### src/rtl/id_ex_control_stage_pkg.sv
// Shared decode types and constants for the ID/EX control stage.
// Holds opcodes, ALUOp/Funct encodings and the control bundle struct.
package id_ex_control_stage_pkg;

    localparam logic [6:0] OP_R      = 7'b0110011;
    localparam logic [6:0] OP_I_ALU  = 7'b0010011;
    localparam logic [6:0] OP_LOAD   = 7'b0000011;
    localparam logic [6:0] OP_STORE  = 7'b0100011;
    localparam logic [6:0] OP_BRANCH = 7'b1100011;

    typedef enum logic [1:0] {
        ALUOP_ADD    = 2'b00,
        ALUOP_BRANCH = 2'b01,
        ALUOP_FUNCT  = 2'b10
    } alu_op_e;

    localparam logic [3:0] FUNCT_ADD = 4'b0000;
    localparam logic [3:0] FUNCT_SLL = 4'b0001;
    localparam logic [3:0] FUNCT_SUB = 4'b1000;
    localparam logic [3:0] FUNCT_AND = 4'b0111;
    localparam logic [3:0] FUNCT_OR  = 4'b0110;

    typedef struct packed {
        alu_op_e    alu_op;
        logic [3:0] funct;
        logic       reg_write;
        logic       mem_read;
        logic       mem_write;
        logic       mem_to_reg;
        logic       alu_src;
        logic       branch;
    } ctrl_t;

    localparam ctrl_t CTRL_BUBBLE = '{
        alu_op:     ALUOP_ADD,
        funct:      4'b0000,
        reg_write:  1'b0,
        mem_read:   1'b0,
        mem_write:  1'b0,
        mem_to_reg: 1'b0,
        alu_src:    1'b0,
        branch:     1'b0
    };

    // Only formats that actually read rs2 may create an rs2 load-use hazard.
    function automatic logic uses_rs2(input logic [6:0] opcode);
        return (opcode == OP_R) || (opcode == OP_STORE) ||
               (opcode == OP_BRANCH);
    endfunction

endpackage

### src/rtl/id_ex_control_stage_main_control_decoder.sv
// Combinational main control decoder: opcode/funct fields to bundle.
// Flags encodings the EX stage cannot execute as illegal.
module main_control_decoder
    import id_ex_control_stage_pkg::*;
(
    input  logic [6:0] opcode,
    input  logic [2:0] funct3,
    input  logic       bit30,
    output ctrl_t      ctrl,
    output logic       illegal
);

    logic [3:0] rfunct;

    assign rfunct = {bit30, funct3};

    always_comb begin
        ctrl    = CTRL_BUBBLE;
        illegal = 1'b0;
        unique case (opcode)
            OP_R: begin
                ctrl.alu_op    = ALUOP_FUNCT;
                ctrl.funct     = rfunct;
                ctrl.reg_write = 1'b1;
                unique case (rfunct)
                    FUNCT_ADD, FUNCT_SUB, FUNCT_AND, FUNCT_OR: ;
                    default: illegal = 1'b1;
                endcase
            end
            OP_I_ALU: begin
                ctrl.alu_op    = ALUOP_ADD;
                ctrl.alu_src   = 1'b1;
                ctrl.reg_write = 1'b1;
                // bit30 is immediate data here, so it never reaches Funct
                unique case (funct3)
                    3'b000:  ctrl.funct = FUNCT_ADD;
                    3'b001:  ctrl.funct = FUNCT_SLL;
                    default: illegal = 1'b1;
                endcase
            end
            OP_LOAD: begin
                ctrl.alu_op     = ALUOP_ADD;
                ctrl.funct      = FUNCT_ADD;
                ctrl.alu_src    = 1'b1;
                ctrl.mem_read   = 1'b1;
                ctrl.mem_to_reg = 1'b1;
                ctrl.reg_write  = 1'b1;
            end
            OP_STORE: begin
                ctrl.alu_op    = ALUOP_ADD;
                ctrl.funct     = FUNCT_ADD;
                ctrl.alu_src   = 1'b1;
                ctrl.mem_write = 1'b1;
            end
            OP_BRANCH: begin
                ctrl.alu_op = ALUOP_BRANCH;
                ctrl.funct  = rfunct;
                ctrl.branch = 1'b1;
            end
            default: illegal = 1'b1;
        endcase
    end

endmodule

### src/rtl/id_ex_control_stage.sv
// ID/EX control register with load-use stall and flush handling.
// Optional ILLEGAL_TRAP_EN adds the ex_illegal output.
module id_ex_control_stage
    import id_ex_control_stage_pkg::*;
#(
    parameter int XLEN_IDX = 5
) (
    input  logic                clk,
    input  logic                reset,
    input  logic                id_valid,
    input  logic [31:0]         id_instr,
    input  logic                flush,
    output logic                stall_out,
    output logic                ex_valid,
    output logic [1:0]          ex_ALUOp,
    output logic [3:0]          ex_Funct,
    output logic                ex_RegWrite,
    output logic                ex_MemRead,
    output logic                ex_MemWrite,
    output logic                ex_MemtoReg,
    output logic                ex_ALUSrc,
    output logic                ex_Branch,
    output logic [XLEN_IDX-1:0] ex_rs1,
    output logic [XLEN_IDX-1:0] ex_rs2,
    output logic [XLEN_IDX-1:0] ex_rd
`ifdef ILLEGAL_TRAP_EN
    ,
    output logic                ex_illegal
`endif
);

    ctrl_t               dec_ctrl;
    logic                dec_illegal;
    ctrl_t               ctrl_q;
    logic [XLEN_IDX-1:0] rs1;
    logic [XLEN_IDX-1:0] rs2;
    logic [XLEN_IDX-1:0] rd;
    logic                rs1_hit;
    logic                rs2_hit;
    logic                load_in_ex;
    logic                bubble;
    logic                unused_bits;

    assign rs1 = XLEN_IDX'(id_instr[19:15]);
    assign rs2 = XLEN_IDX'(id_instr[24:20]);
    assign rd  = XLEN_IDX'(id_instr[11:7]);

    assign unused_bits = ^{id_instr[31], id_instr[29:25]};

    main_control_decoder u_dec (
        .opcode  (id_instr[6:0]),
        .funct3  (id_instr[14:12]),
        .bit30   (id_instr[30]),
        .ctrl    (dec_ctrl),
        .illegal (dec_illegal)
    );

    assign load_in_ex = ex_valid && ctrl_q.mem_read && (ex_rd != '0);
    assign rs1_hit    = (ex_rd == rs1);
    assign rs2_hit    = (ex_rd == rs2) && uses_rs2(id_instr[6:0]);

    // A flush discards the consumer, so it can never be the cause of a stall.
    assign stall_out = load_in_ex && id_valid && !flush &&
                       (rs1_hit || rs2_hit);

    assign bubble = flush || stall_out || !id_valid || dec_illegal;

    always_ff @(posedge clk) begin
        if (!reset) begin
            ex_valid <= 1'b0;
            ctrl_q   <= CTRL_BUBBLE;
            ex_rs1   <= '0;
            ex_rs2   <= '0;
            ex_rd    <= '0;
        end else begin
            ex_rs1 <= rs1;
            ex_rs2 <= rs2;
            ex_rd  <= rd;
            if (bubble) begin
                ex_valid <= 1'b0;
                ctrl_q   <= CTRL_BUBBLE;
            end else begin
                ex_valid <= 1'b1;
                ctrl_q   <= dec_ctrl;
            end
        end
    end

`ifdef ILLEGAL_TRAP_EN
    always_ff @(posedge clk) begin
        if (!reset) begin
            ex_illegal <= 1'b0;
        end else begin
            ex_illegal <= dec_illegal && id_valid && !flush && !stall_out;
        end
    end
`endif

    assign ex_ALUOp    = ctrl_q.alu_op;
    assign ex_Funct    = ctrl_q.funct;
    assign ex_RegWrite = ctrl_q.reg_write;
    assign ex_MemRead  = ctrl_q.mem_read;
    assign ex_MemWrite = ctrl_q.mem_write;
    assign ex_MemtoReg = ctrl_q.mem_to_reg;
    assign ex_ALUSrc   = ctrl_q.alu_src;
    assign ex_Branch   = ctrl_q.branch;

endmodule

### config.mk
export PLATFORM = sky130hd
export DESIGN_NAME = id_ex_control_stage
export DESIGN_NICKNAME = d
export VERILOG_FILES = /design/src/rtl/id_ex_control_stage_pkg.sv /design/src/rtl/id_ex_control_stage_main_control_decoder.sv /design/src/rtl/id_ex_control_stage.sv
export SDC_FILE = /design/constraint.sdc
export NUM_CORES = 1
export LEC_CHECK = 0
export ABC_AREA = 0
export BUFFER_PORTS_ARGS = -buffer_cell sky130_fd_sc_hd__buf_2
export CAP_MARGIN = 15
export CORE_UTILIZATION = 42
export CTS_CLUSTER_DIAMETER = 150
export DETAILED_ROUTE_END_ITERATION = 10
export GPL_TIMING_DRIVEN = 1
export PLACE_DENSITY = 0.79
export SYNTH_ARGS = -nofsm -noshare
export SYNTH_HDL_FRONTEND = slang
export SYNTH_SLANG_ARGS = --single-unit
### constraint.sdc
create_clock -name clk -period 2.05 [get_ports clk]
set_input_delay 0 -clock clk [delete_from_list [all_inputs] [get_ports clk]]
set_output_delay 0 -clock clk [all_outputs]
set_load 0.01 [all_outputs]
==> impl_metrics.ini <==
[critical_path]
cp.arrival_ns = 1.87
critPathSlowestCell = or4_4
reg2reg_depth = 5
rr_endpoint = ex_ALUOp[1]
worstSetupStartpointType = register
crit_type = register to primary output
max_stage_delay_ns = 0.57
critical_path.max_fanout = 5
rrSetupSlack_ns = 0.37
r2r_start = ex_rd[1]
crit_path_end_kind = primary output
crit_required_ns = 2.05
cp_cell_sequence = or4_4 -> nor2_1 -> nor4_4 -> nor2_2 -> inv_1 -> buf_2

[clock_tree]
insertion_delay_ns = 0.31
cts_tree = yes
htreeDepth = 1
cts-buffers-inserted = 3
clock_sinks = 27
cts.reportedPaths.clkPinSlew_ns = 0.13
clockBufferDepth = 2
cts-root-buf = clkbuf_4

[detailed_routing]
route.detailed.drc = 0
first_pass_iters = 4
viasPerCell = 4.78
first_iter_violations = 6
routed_wl_um = 2670
vias = 1057
routedWlPerCell_um = 12.1
antenna_left = 0

[worst_hold_path]
hold_depth = 3
whs_endpoint = ex_ALUOp[0]
hold_start = id_instr[6]
hold_path_class = primary input to register

[power_and_ir_drop]
totalPowerFinal_w = 0.000925
power.leakage_nw = 0.770
p_sw_w = 0.000218
p_sw_frac = 0.235
ir_worst_vdd_uv = 433
p_int_w = 0.000708
clock_power_share = 0.230
seqPwrFrac = 0.593
p_per_area_nw_per_um2 = 547
comb_power_share = 0.176

[sta]
rsz0062_at_grt = no
fmax_mhz = 534
tns_ns = 0
setup_viol = 0
post-route-period-util = 0.913
clock_skew_ns = 0.00481
worst_pin_slew_ns = 0.377
max-slew-margin-rel = 0.747
drv_slew = 0
finalCriticalPeriod_ns = 1.87
hold_viol = 0

[layout]
fill_cells = 191
multi_input_area_um2 = 568
drive_above_1_share = 0.398
seq_area_um2 = 541
final_util = 0.677
final_nets = 228
area_delta_synth_final_pct = 50.9
diodes = 0
fin_cells = 221

[logic_synthesis]
syn_area_um2 = 1120
async_flop_share = 0
synth_common_cells = dfxtp_1 (27), and2_1 (15), xnor2_1 (9)
syn-num-nets = 146
synth_top_family_by_area = simple AND/OR/NAND/NOR gates
yosys_most_used_dff = dfxtp_1
synth_compound_area_frac = 0.0324
synthCells = 110
synth.area.top_cells = dfxtp_1 (48%), and2_1 (8.4%), xnor2_1 (7.0%)
ys_types = 33
ys_seq_area_frac = 0.482
yosysMostFrequentCell = dfxtp_1
synthAdderAreaFrac = 0
synth_top_area_cell = dfxtp_1
synthDominantCellAreaShare = 0.482
synth_simple_gate_area_share = 0.378
synth-seq-cells = 27
avgSynthCellArea_um2 = 10.2
synth_mux_area_frac = 0
synth_xor_area_frac = 0.0859
yosys_warnings = 0
synth_edf_count = 0

[run_status]
outcome = complete, no violations

[global_route]
grt_pass1_wl_um = 4200
grt_max_degree = 17
grt_use_total = 0.202
overflow = 0
antenna_found_initial = 0
grt_pass1_vias = 1074

[placed_design]
hpwl_um = 1930
gp_congestion = 0.831
dp.cells = 196
io_buffers = 58

[floorplan]
fp.dieW_um = 53.7
start_util = 0.448
io_pins = 65
fp.dieArea_um2 = 2880
row_count = 18
die_h_um = 53.7
core_um2 = 2500

[job]
drv_cap = 0
-- repair_timing --
item / in CTS / in global routing
hold endpoints to repair: 20 / 0
hold buffers: 21 / 0
setup buffers: 0 / 0
setup endpoints to repair: 0 / 1
gates resized for setup: 0 / 2
-- cell usage in the layout (no fill, tap or decap), drive strengths merged --
master and n:
o21bai 1, nand2 8, or3b 1, or4 3, nor4 6, nand3b 3, buf 60, nor3b 2
nor2b 1, nor3 5, and4 3, nand2b 2, a21oi 1, nor2 5, dfxtp 27, clkbuf 4
and2 15, xnor2 9, and4bb 1, nand3 5, dlygate4sd3 21, a21boi 1, inv 1, xor2 2
and4b 1, or3 1, and3 1, o21ai 1
-- worst max-delay path by stage --
stage	end	depth (start not counted)	slack [ns]	from
floorplan	ex_Funct[1]	5	0.45	ex_rd[0]
global placement	ex_MemtoReg	5	0.41	ex_rd[1]
detailed placement	ex_Funct[2]	5	0.37	ex_rd[2]
CTS	stall_out	6	0.13	ex_rd[1]
global route	stall_out	6	0.04	ex_rd[1]
finish	stall_out	6	0.18	ex_rd[1]
-- worst max-delay path, delay by kind of cell (launching register included) --
family        cells  cell delay [ns]
simple gates      4             1.01
buf+inv           2             0.18
flops             1             0.38
-- state kept, by name, indices dropped and copies added (netlist names) --
signal and flops:
ex_rd 5, ex_rs1 5, ex_rs2 5, ex_Funct 4
ex_ALUOp 2, ex_ALUSrc 1, ex_Branch 1, ex_MemWrite 1
ex_MemtoReg 1, ex_RegWrite 1, ex_valid 1
-- power groups by stage --
stage | sequential, W | combinational [W] | clock [W]
final | 0.000549 | 0.000163 | 0.000213
after floorplan | 0.000570 | 0.0000588 | 0
after global placement | 0.000560 | 0.000124 | 0
after global routing | 0.000551 | 0.000180 | 0.000238
after detailed placement | 0.000561 | 0.000129 | 0
after CTS | 0.000549 | 0.000160 | 0.000225
-- metrics by stage --
stage,instance area [um^2],hold slack (ns),setup slack [ns]
after floorplan,1120,0.0735,0.447
after global placement,1440,0.205,0.408
after detailed placement,1440,0.210,0.374
after CTS,1680,0.0112,0.130
after global routing,1690,0.0208,0.0374
final,1690,0.0293,0.179
-- cell families (layout without fill, tap and decap cells) --
family	Yosys count	in the layout
and+or+nand+nor	63	63
DFF	27	27
xor gates and xnor gates	11	11
buffers and inverters	5	86
AOI/OAI and AO/OA	4	4
-- final cells by class --
type	instances	share of cell area
Sequential cell	27	0.320
Clock buffer	4	0.0155
Timing Repair Buffer	81	0.305
Inverter	1	0.00222
Tap cell	30	0.0222
Multi-Input combinational cell	78	0.336
-- layer usage --
metal / wire length [um] / part of all wire / global-route usage
met5: 0 / 0 / 0
met4: 66 / 0.025 / 0.0965
met3: 157 / 0.059 / 0.0367
met2: 1390 / 0.52 / 0.393
met1: 1050 / 0.39 / 0.202
Note: power is estimated with default switching activity, not from simulation.
